[config.mk]
export PLATFORM = sky130hd
export DESIGN_NAME = control_unit_flat
export DESIGN_NICKNAME = d
export VERILOG_FILES = /design/src/rtl/control_unit_if.sv /design/src/rtl/control_unit.sv /design/src/flat_wrapper.sv
export SDC_FILE = /design/constraint.sdc
export NUM_CORES = 1
export LEC_CHECK = 0
export CAP_MARGIN = 20
export CORE_MARGIN = 1.5
export CORE_UTILIZATION = 41
export CTS_CLUSTER_DIAMETER = 60
export DETAILED_ROUTE_END_ITERATION = 8
export PLACE_DENSITY = 0.84
export SLEW_MARGIN = 20
export SYNTH_ARGS = -nofsm -noshare
export SYNTH_HDL_FRONTEND = slang
export SYNTH_SLANG_ARGS = --single-unit
[constraint.sdc]
create_clock -name clock -period 4.7 [get_ports clock]
set_clock_uncertainty 0.15 [all_clocks]
set_input_delay 1.175 -clock clock [delete_from_list [all_inputs] [get_ports clock]]
set_output_delay 1.175 -clock clock [all_outputs]
set_load 0.02 [all_outputs]
[src/rtl/control_unit_if.sv]
// Bus between the instruction sequencer and the register-file/ALU datapath.
// Latency: none, plain wires.
// Backpressure: none; run is the only request and is sampled only when idle.
interface control_unit_if;
   logic       run;
   logic [8:0] din;
   logic       imediate_select;
   logic       r0_select;
   logic       r1_select;
   logic       r2_select;
   logic       r3_select;
   logic       r4_select;
   logic       r5_select;
   logic       r6_select;
   logic       r7_select;
   logic       r_select;
   logic [7:0] r_load;
   logic       a_load;
   logic       g_load;
   logic [1:0] alu_op;
   logic       done;
   logic [8:0] ir;

   // Sequencer side: takes the start request and instruction, drives the controls.
   modport master (
      input  run, din,
      output imediate_select,
             r0_select, r1_select, r2_select, r3_select,
             r4_select, r5_select, r6_select, r7_select,
             r_select, r_load, a_load, g_load, alu_op, done, ir
   );

   // Datapath/requester side.
   modport slave (
      output run, din,
      input  imediate_select,
             r0_select, r1_select, r2_select, r3_select,
             r4_select, r5_select, r6_select, r7_select,
             r_select, r_load, a_load, g_load, alu_op, done, ir
   );
endinterface

[src/rtl/control_unit.sv]
// Sequencer for a 9-bit III XXX YYY instruction set (mv, mvi, add, sub, and, or, nop).
// Latency: mv/mvi/nop finish 2 cycles after fetch edge's T0, ALU ops 4 cycles (T0..T3).
// Backpressure: run is sampled only in T0; run/din are ignored while an instruction runs.
module control_unit (
   input  logic          clock,
   input  logic          reset,
   control_unit_if.master bus
);

   typedef enum logic [1:0] {
      T0 = 2'd0,
      T1 = 2'd1,
      T2 = 2'd2,
      T3 = 2'd3
   } state_t;

   localparam logic [2:0] OP_MV  = 3'b000;
   localparam logic [2:0] OP_MVI = 3'b001;
   localparam logic [2:0] OP_ADD = 3'b010;
   localparam logic [2:0] OP_SUB = 3'b011;
   localparam logic [2:0] OP_AND = 3'b100;
   localparam logic [2:0] OP_OR  = 3'b101;

   state_t     state;
   state_t     state_nxt;
   logic [8:0] ir_q;
   logic [2:0] opcode;
   logic [2:0] rx;
   logic [2:0] ry;
   logic [7:0] rx_onehot;
   logic [7:0] ry_onehot;
   logic       is_alu;

   // Combinational control outputs, gathered before fanning out to the bus.
   logic [7:0] sel;
   logic       imm_sel;
   logic       g_sel;
   logic [7:0] load;
   logic       a_ld;
   logic       g_ld;
   logic [1:0] op;
   logic       fin;

   assign opcode    = ir_q[8:6];
   assign rx        = ir_q[5:3];
   assign ry        = ir_q[2:0];
   assign rx_onehot = 8'd1 << rx;
   assign ry_onehot = 8'd1 << ry;
   assign is_alu    = (opcode == OP_ADD) || (opcode == OP_SUB) ||
                      (opcode == OP_AND) || (opcode == OP_OR);

   // State register; reset abandons any instruction in flight.
   always_ff @(posedge clock or posedge reset) begin
      if (reset) begin
         state <= T0;
      end else begin
         state <= state_nxt;
      end
   end

   // Instruction register captures din only on an accepted fetch.
   always_ff @(posedge clock or posedge reset) begin
      if (reset) begin
         ir_q <= 9'd0;
      end else if ((state == T0) && bus.run) begin
         ir_q <= bus.din;
      end
   end

   // Next state and control decode from state and ir; everything idles low in T0.
   always_comb begin
      state_nxt = state;
      sel       = 8'd0;
      imm_sel   = 1'b0;
      g_sel     = 1'b0;
      load      = 8'd0;
      a_ld      = 1'b0;
      g_ld      = 1'b0;
      op        = 2'b00;
      fin       = 1'b0;
      case (state)
         T0: begin
            if (bus.run) state_nxt = T1;
         end
         T1: begin
            if (opcode == OP_MV) begin
               sel       = ry_onehot;
               load      = rx_onehot;
               fin       = 1'b1;
               state_nxt = T0;
            end else if (opcode == OP_MVI) begin
               imm_sel   = 1'b1;
               load      = rx_onehot;
               fin       = 1'b1;
               state_nxt = T0;
            end else if (is_alu) begin
               sel       = rx_onehot;
               a_ld      = 1'b1;
               state_nxt = T2;
            end else begin
               // 110/111 are nops: complete without touching the datapath.
               fin       = 1'b1;
               state_nxt = T0;
            end
         end
         T2: begin
            if (is_alu) begin
               sel  = ry_onehot;
               g_ld = 1'b1;
               case (opcode)
                  OP_SUB:  op = 2'b01;
                  OP_AND:  op = 2'b10;
                  OP_OR:   op = 2'b11;
                  default: op = 2'b00;
               endcase
               state_nxt = T3;
            end else begin
               state_nxt = T0;
            end
         end
         T3: begin
            g_sel     = 1'b1;
            load      = rx_onehot;
            fin       = 1'b1;
            state_nxt = T0;
         end
         default: state_nxt = T0;
      endcase
   end

   assign bus.r0_select       = sel[0];
   assign bus.r1_select       = sel[1];
   assign bus.r2_select       = sel[2];
   assign bus.r3_select       = sel[3];
   assign bus.r4_select       = sel[4];
   assign bus.r5_select       = sel[5];
   assign bus.r6_select       = sel[6];
   assign bus.r7_select       = sel[7];
   assign bus.imediate_select = imm_sel;
   assign bus.r_select        = g_sel;
   assign bus.r_load          = load;
   assign bus.a_load          = a_ld;
   assign bus.g_load          = g_ld;
   assign bus.alu_op          = op;
   assign bus.done            = fin;
   assign bus.ir              = ir_q;

endmodule

[src/flat_wrapper.sv]
// flat-port wrapper written by rule: the top's interface ports become plain ports
module control_unit_flat 
  (clock, reset, bus_run, bus_din, bus_imediate_select, bus_r0_select, bus_r1_select, bus_r2_select, bus_r3_select, bus_r4_select, bus_r5_select, bus_r6_select, bus_r7_select, bus_r_select, bus_r_load, bus_a_load, bus_g_load, bus_alu_op, bus_done, bus_ir);
  control_unit_if bus_i ();
  input  logic clock;
  input  logic reset;
  input wire logic [$bits(bus_i.run)-1:0] bus_run;
  input wire logic [$bits(bus_i.din)-1:0] bus_din;
  output wire logic [$bits(bus_i.imediate_select)-1:0] bus_imediate_select;
  output wire logic [$bits(bus_i.r0_select)-1:0] bus_r0_select;
  output wire logic [$bits(bus_i.r1_select)-1:0] bus_r1_select;
  output wire logic [$bits(bus_i.r2_select)-1:0] bus_r2_select;
  output wire logic [$bits(bus_i.r3_select)-1:0] bus_r3_select;
  output wire logic [$bits(bus_i.r4_select)-1:0] bus_r4_select;
  output wire logic [$bits(bus_i.r5_select)-1:0] bus_r5_select;
  output wire logic [$bits(bus_i.r6_select)-1:0] bus_r6_select;
  output wire logic [$bits(bus_i.r7_select)-1:0] bus_r7_select;
  output wire logic [$bits(bus_i.r_select)-1:0] bus_r_select;
  output wire logic [$bits(bus_i.r_load)-1:0] bus_r_load;
  output wire logic [$bits(bus_i.a_load)-1:0] bus_a_load;
  output wire logic [$bits(bus_i.g_load)-1:0] bus_g_load;
  output wire logic [$bits(bus_i.alu_op)-1:0] bus_alu_op;
  output wire logic [$bits(bus_i.done)-1:0] bus_done;
  output wire logic [$bits(bus_i.ir)-1:0] bus_ir;
  assign bus_i.run = bus_run;
  assign bus_i.din = bus_din;
  assign bus_imediate_select = bus_i.imediate_select;
  assign bus_r0_select = bus_i.r0_select;
  assign bus_r1_select = bus_i.r1_select;
  assign bus_r2_select = bus_i.r2_select;
  assign bus_r3_select = bus_i.r3_select;
  assign bus_r4_select = bus_i.r4_select;
  assign bus_r5_select = bus_i.r5_select;
  assign bus_r6_select = bus_i.r6_select;
  assign bus_r7_select = bus_i.r7_select;
  assign bus_r_select = bus_i.r_select;
  assign bus_r_load = bus_i.r_load;
  assign bus_a_load = bus_i.a_load;
  assign bus_g_load = bus_i.g_load;
  assign bus_alu_op = bus_i.alu_op;
  assign bus_done = bus_i.done;
  assign bus_ir = bus_i.ir;
  control_unit u_core (.clock(clock), .reset(reset), .bus(bus_i));
endmodule
* Yosys cells after proc, flatten, opt, wreduce, memory -nomap -nowiden
Index checks and enable logic that the tools add are counted.
** Cells by class
- Equality and inequality tests :: 9
- Shift operators :: 2
- Multiplexer cells :: 30
- Reduce and logical (&&, ||, !) cells :: 6
** Operator list (number)
- 8-bit two-way mux :: 6
- 8-bit case mux with 2 select lines :: 2
- 1-bit by 3-bit << shifter with 8-bit output (first input constant) :: 2
- 2-bit two-way mux :: 7
- 1-bit two-way mux :: 12
- 2-bit case mux with 4 select lines :: 1
- 3-bit by 2-bit equality test with 1-bit output (second input constant) :: 2
- 3-bit equality test (second input constant) :: 2
- 2-bit case mux with 3 select lines :: 1
- 2-bit equality test (second input constant) :: 2
- 3-bit by 1-bit equality test with 1-bit output (second input constant) :: 1
- 3-bit zero test :: 1
- 1-bit logical OR :: 3
- 2-bit by 1-bit equality test with 1-bit output (second input constant) :: 1
- 2-bit zero test :: 1
- 2-bit != test (second input constant) :: 1
- 1-bit case mux with 2 select lines :: 1
- 1-bit logical AND :: 1
** Storage, ports and cells
- Bits in registers :: 11
- Input port bits :: 12
- Output and inout bits :: 32
- Word-level logic and storage cells :: 49

* Longest topological paths before layout
- Depth in word-level cells :: 8
- Mapped depth :: 6
- Mapped depth without buffers :: 6

* Worst setup path before layout
OpenSTA, ideal clock, no wires.
- Path type :: register to output
- Start :: register u_core.state[1]
- End :: output port bus_r_load[4]
- Data arrival time :: 1593 ps
- Data required time :: 3375 ps
- Slack :: 1782 ps
- Cell stages (with the launch flop) :: 7
- Path buffers :: 0
- Cell sequence :: dfrtp_1 -> inv_1 -> ha_1 -> inv_1 -> nor3_1 -> o21ai_0 -> nor3_1
** On the way
- Longest elaborated chain between the ends :: 2
- Elaborated cells between the ends (all ways) :: 3
- Those cells by class :: 2 x eq/ne; 1 x mux
** RTL lines
- start, declared :: line control_unit.sv:24 : state_t state;
- start signal, assigned :: line control_unit.sv:57 : state <= state_nxt;
- 2-bit equality test / 2-bit by 1-bit equality test with 1-bit output (equally long branches) :: line control_unit.sv:81 : case (state)
- 8-bit case mux with 2 select lines * :: line control_unit.sv:81
- end, declared :: line flat_wrapper.sv:19 : output wire logic [$bits(bus_i.r_load)-1:0] bus_r_load;
Mark *: on every way between the ends. The rest lies on a longest branch, timed or not.

* Final worst setup path
- Start :: register u_core.state[1]
- End :: output port bus_r6_select
** On the way
- Longest elaborated chain between the ends :: 2
- Elaborated cells between the ends (all ways) :: 3
- Those cells by class :: 2 x eq/ne; 1 x mux
** RTL lines
- 2-bit equality test / 2-bit by 1-bit equality test with 1-bit output (equally long branches) :: line control_unit.sv:81
- 8-bit case mux with 2 select lines * :: line control_unit.sv:81
- end, declared :: line flat_wrapper.sv:16 : output wire logic [$bits(bus_i.r6_select)-1:0] bus_r6_select;
Marked as above.

==> impl_metrics.csv <==
group,metric,value,unit
critical_path,start_kind,"flip-flop",
critical_path,cp.arrival,2.57,ns
run_status,outcome,"finished, final reports clean",
detailed_routing,dr_total_vias,832,
clock_tree,cts_tree,"built",
floorplanning,die_w,47.54,um
critical_path,critical_path.cell_chain,"inv_1 -> ha_1 -> nor4b_1 -> a21oi_2 -> o32ai_1 -> and2_1 -> clkdlybuf4s50_1",
global_routing,grt_pass1_vias,777,
clock_tree,cts_sinks,11,
logic_synthesis,seq_area_frac_synth,0.3385,
detailed_routing,antenna_left,0,
critical_path,end_kind,"primary output",
timing,grt_setup_unrepaired,"false",
critical_path,cp.depth,7,
clock_tree,clock_latency,0.26,ns
timing,tns,0,ns
cells_and_area,final_cell_count_no_fill,159,
logic_synthesis,yosys_most_used_dff,"dfrtp_1",
cells_and_area,fillCellCount,153,
critical_path,ff2ff_setup_slack,3.05,ns
clock_tree,cts_hold_buf,0,
floorplanning,die_y,47.54,um
clock_tree,h-tree-depth,1,
logic_synthesis,syn_area,813.3,um2
timing,finalWorstSetupSlack,0.8056,ns
floorplanning,die_area,2260,um2
place,gp_congestion,0.8004,
logic_synthesis,yosys_warnings,0,
detailed_routing,drc,0,
floorplanning,start_util,0.4514,
detailed_routing,routedWlPerCell,14.01,um
logic_synthesis,async_flop_share,1.000,
timing,final-max-slew-violation-count,0,
timing,worst_pin_slew,0.4444,ns
clock_tree,cts_setup_buffers,0,
power,ir_worst_vdd,0.4842,mV
floorplanning,io_pins,44,
critical_path,crit_type,"flip-flop to primary output",
cells_and_area,drive_above_1_share,0.1045,
detailed_routing,wl,2228,um
cells_and_area,fin_nets,152,
min_path,hold_end,"u_core.state[1]",
timing,period_share,0.8286,
place,dp_hpwl,1824,um
detailed_routing,via_per_inst,5.233,
critical_path,r2r_start,"u_core.state[0]",
place,placed_cells,155,
clock_tree,clk_pin_slew,0.06,ns
logic_synthesis,synth_seq_cells,11,
global_routing,grt_pass1_wl,3360,um
logic_synthesis,synth_cells,90,
detailed_routing,first_iter_violations,12,
critical_path,crit_buf_inv,2,
critical_path,cpMaxStageDelayCell,"clkdlybuf4s50_1",
logic_synthesis,synth_edf_count,0,
power,power,0.8406,mW
critical_path,worst-path-max-fanout,8,
min_path,hold_path_class,"flip-flop to flip-flop",
min_path,hold_path_depth,2,
logic_synthesis,synth_fp_nets,107,
critical_path,worstRegToRegCells,4,
min_path,min_from,"u_core.state[1]",
global_routing,track_usage,0.2165,
timing,hold_slack,0.4055,ns
job,drv_cap,0,
global_routing,antenna_found_initial,0,
timing,fmax,256.8,MHz
logic_synthesis,ys_types,26,
global_routing,grt_max_degree,12,
place,port_buffers,43,
timing,slew_headroom,0.7006,
timing,hold_viol_final,0,
detailed_routing,dr.pass1.iters,4,
critical_path,critPathTopFamily,"buffers and inverters",
power,power_density,652.9,nW/um2
place,pre_cts_slack,1.095,ns
critical_path,rr_endpoint,"u_core.bus.ir[8]",
logic_synthesis,synth.avg_cell_area,9.036,um2
critical_path,cp_slowest_stage_delay,0.59,ns
timing,setup_viol,0,
clock_tree,post_cts_resized,0,
clock_tree,cts_root_buf,"clkbuf_4",
cells_and_area,syn_to_final_growth,58.31,%
clock_tree,cts_buffers,3,
power,leakage,0.5169,nW
critical_path,cp.required,3.38,ns
floorplanning,num_rows,15,
floorplanning,core_area,1802,um2
global_routing,grt-ovfl-total,0,
timing,period_needed,3.894,ns
cells_and_area,diodes,0,
clock_tree,cts_buffer_depth,2,
power by group:
| part | leakage, nW | switching, mW | internal, mW |
|---|---|---|---|
| logic | 0.371 | 0.283 | 0.260 |
| registers | 0.131 | 0.0952 | 0.141 |
| clock network | 0.0150 | 0.0286 | 0.0328 |
| total | 0.517 | 0.407 | 0.434 |
stage by stage:
step	utilization	instance area, um2
final	0.7146	1287
after global routing	0.7146	1287
after CTS	0.7146	1287
after detailed placement	0.7000	1261
after global placement	0.7000	1261
after floorplan	-	813.3
cell families after synthesis:
group / count (synthesis) / synth area share
AOI/OAI and AO/OA: 14 / 0.1200
xor gates and xnor gates: 1 / 0.02001
adders and majority gates: 5 / 0.07692
buffers and inverters: 8 / 0.04000
DFF: 11 / 0.3385
muxes: 9 / 0.1246
and+or+nand+nor: 42 / 0.2800
per-layer routing:
layer	track usage	up-vias	routed length, um
met5	0	-	0
met4	0.1297	0	28
met3	0.03396	6	104
met2	0.4000	33	1174
met1	0.2288	389	921
li1	-	404	-
sequential cells by signal (all words and copies together) (netlist names):
name	cells
u_core.bus.ir	9
u_core.state	2
worst max-delay path by stage:
stage / start / to
after floorplan: u_core.state[1] / bus_r_load[4]
after global placement: u_core.state[1] / bus_r6_select
after detailed placement: u_core.state[1] / bus_r6_select
after CTS: u_core.state[1] / bus_r6_select
after global routing: u_core.state[1] / bus_r4_select
final: u_core.state[1] / bus_r6_select
area by class of cell:
class | instances | area [um2] | area share
inverters | 5 | 18.77 | 0.01458
clock buffers | 4 | 26.28 | 0.02041
well taps | 25 | 31.28 | 0.02430
multi-input cells | 71 | 505.5 | 0.3926
flip-flops and latches | 11 | 275.3 | 0.2138
repair buffers | 43 | 430.4 | 0.3343
synth_stat cells (2+ instances only):
master | n | share of area
and2_1 | 7 | 0.054
buf_2 | 2 | 0.012
dfrtp_1 | 11 | 0.34
ha_1 | 5 | 0.077
inv_1 | 5 | 0.023
mux2_2 | 9 | 0.12
nand2_1 | 7 | 0.032
nand2b_1 | 2 | 0.015
nand3_1 | 2 | 0.012
nand3b_1 | 3 | 0.028
nor2_1 | 9 | 0.042
nor3_1 | 5 | 0.031
nor4b_1 | 3 | 0.032
o21a_1 | 3 | 0.028
o21ai_0 | 2 | 0.012
o21bai_1 | 2 | 0.018
o22ai_1 | 4 | 0.031
worst reg2reg max path, stage by stage (launching register included):
cell,delay (ns)
dfrtp_1,0.39
inv_1,0.11
ha_1,0.22
nand2_1,0.28
mux2_2,0.39
placed cells by master, fill, tap and decap left out, drive strengths merged:
cell type / Yosys / final
dfrtp: 11 / 11
a22oi: 1 / 1
nand3: 2 / 2
clkbuf: 1 / 4
nor3: 5 / 5
and2: 7 / 7
ha: 5 / 5
nand2: 7 / 7
o21ai: 2 / 2
nor2b: 1 / 1
nor2: 9 / 9
o21a: 3 / 3
o21bai: 2 / 2
xor2: 1 / 1
o32ai: 1 / 1
o22ai: 4 / 4
nor4: 1 / 1
mux2: 9 / 9
and3b: 1 / 1
and3: 1 / 1
a21oi: 1 / 1
nor4b: 3 / 3
inv: 5 / 5
nand3b: 3 / 3
nand2b: 2 / 2
clkdlybuf4s50: 0 / 43
No activity file was read; power rests on OpenSTA's default activity.
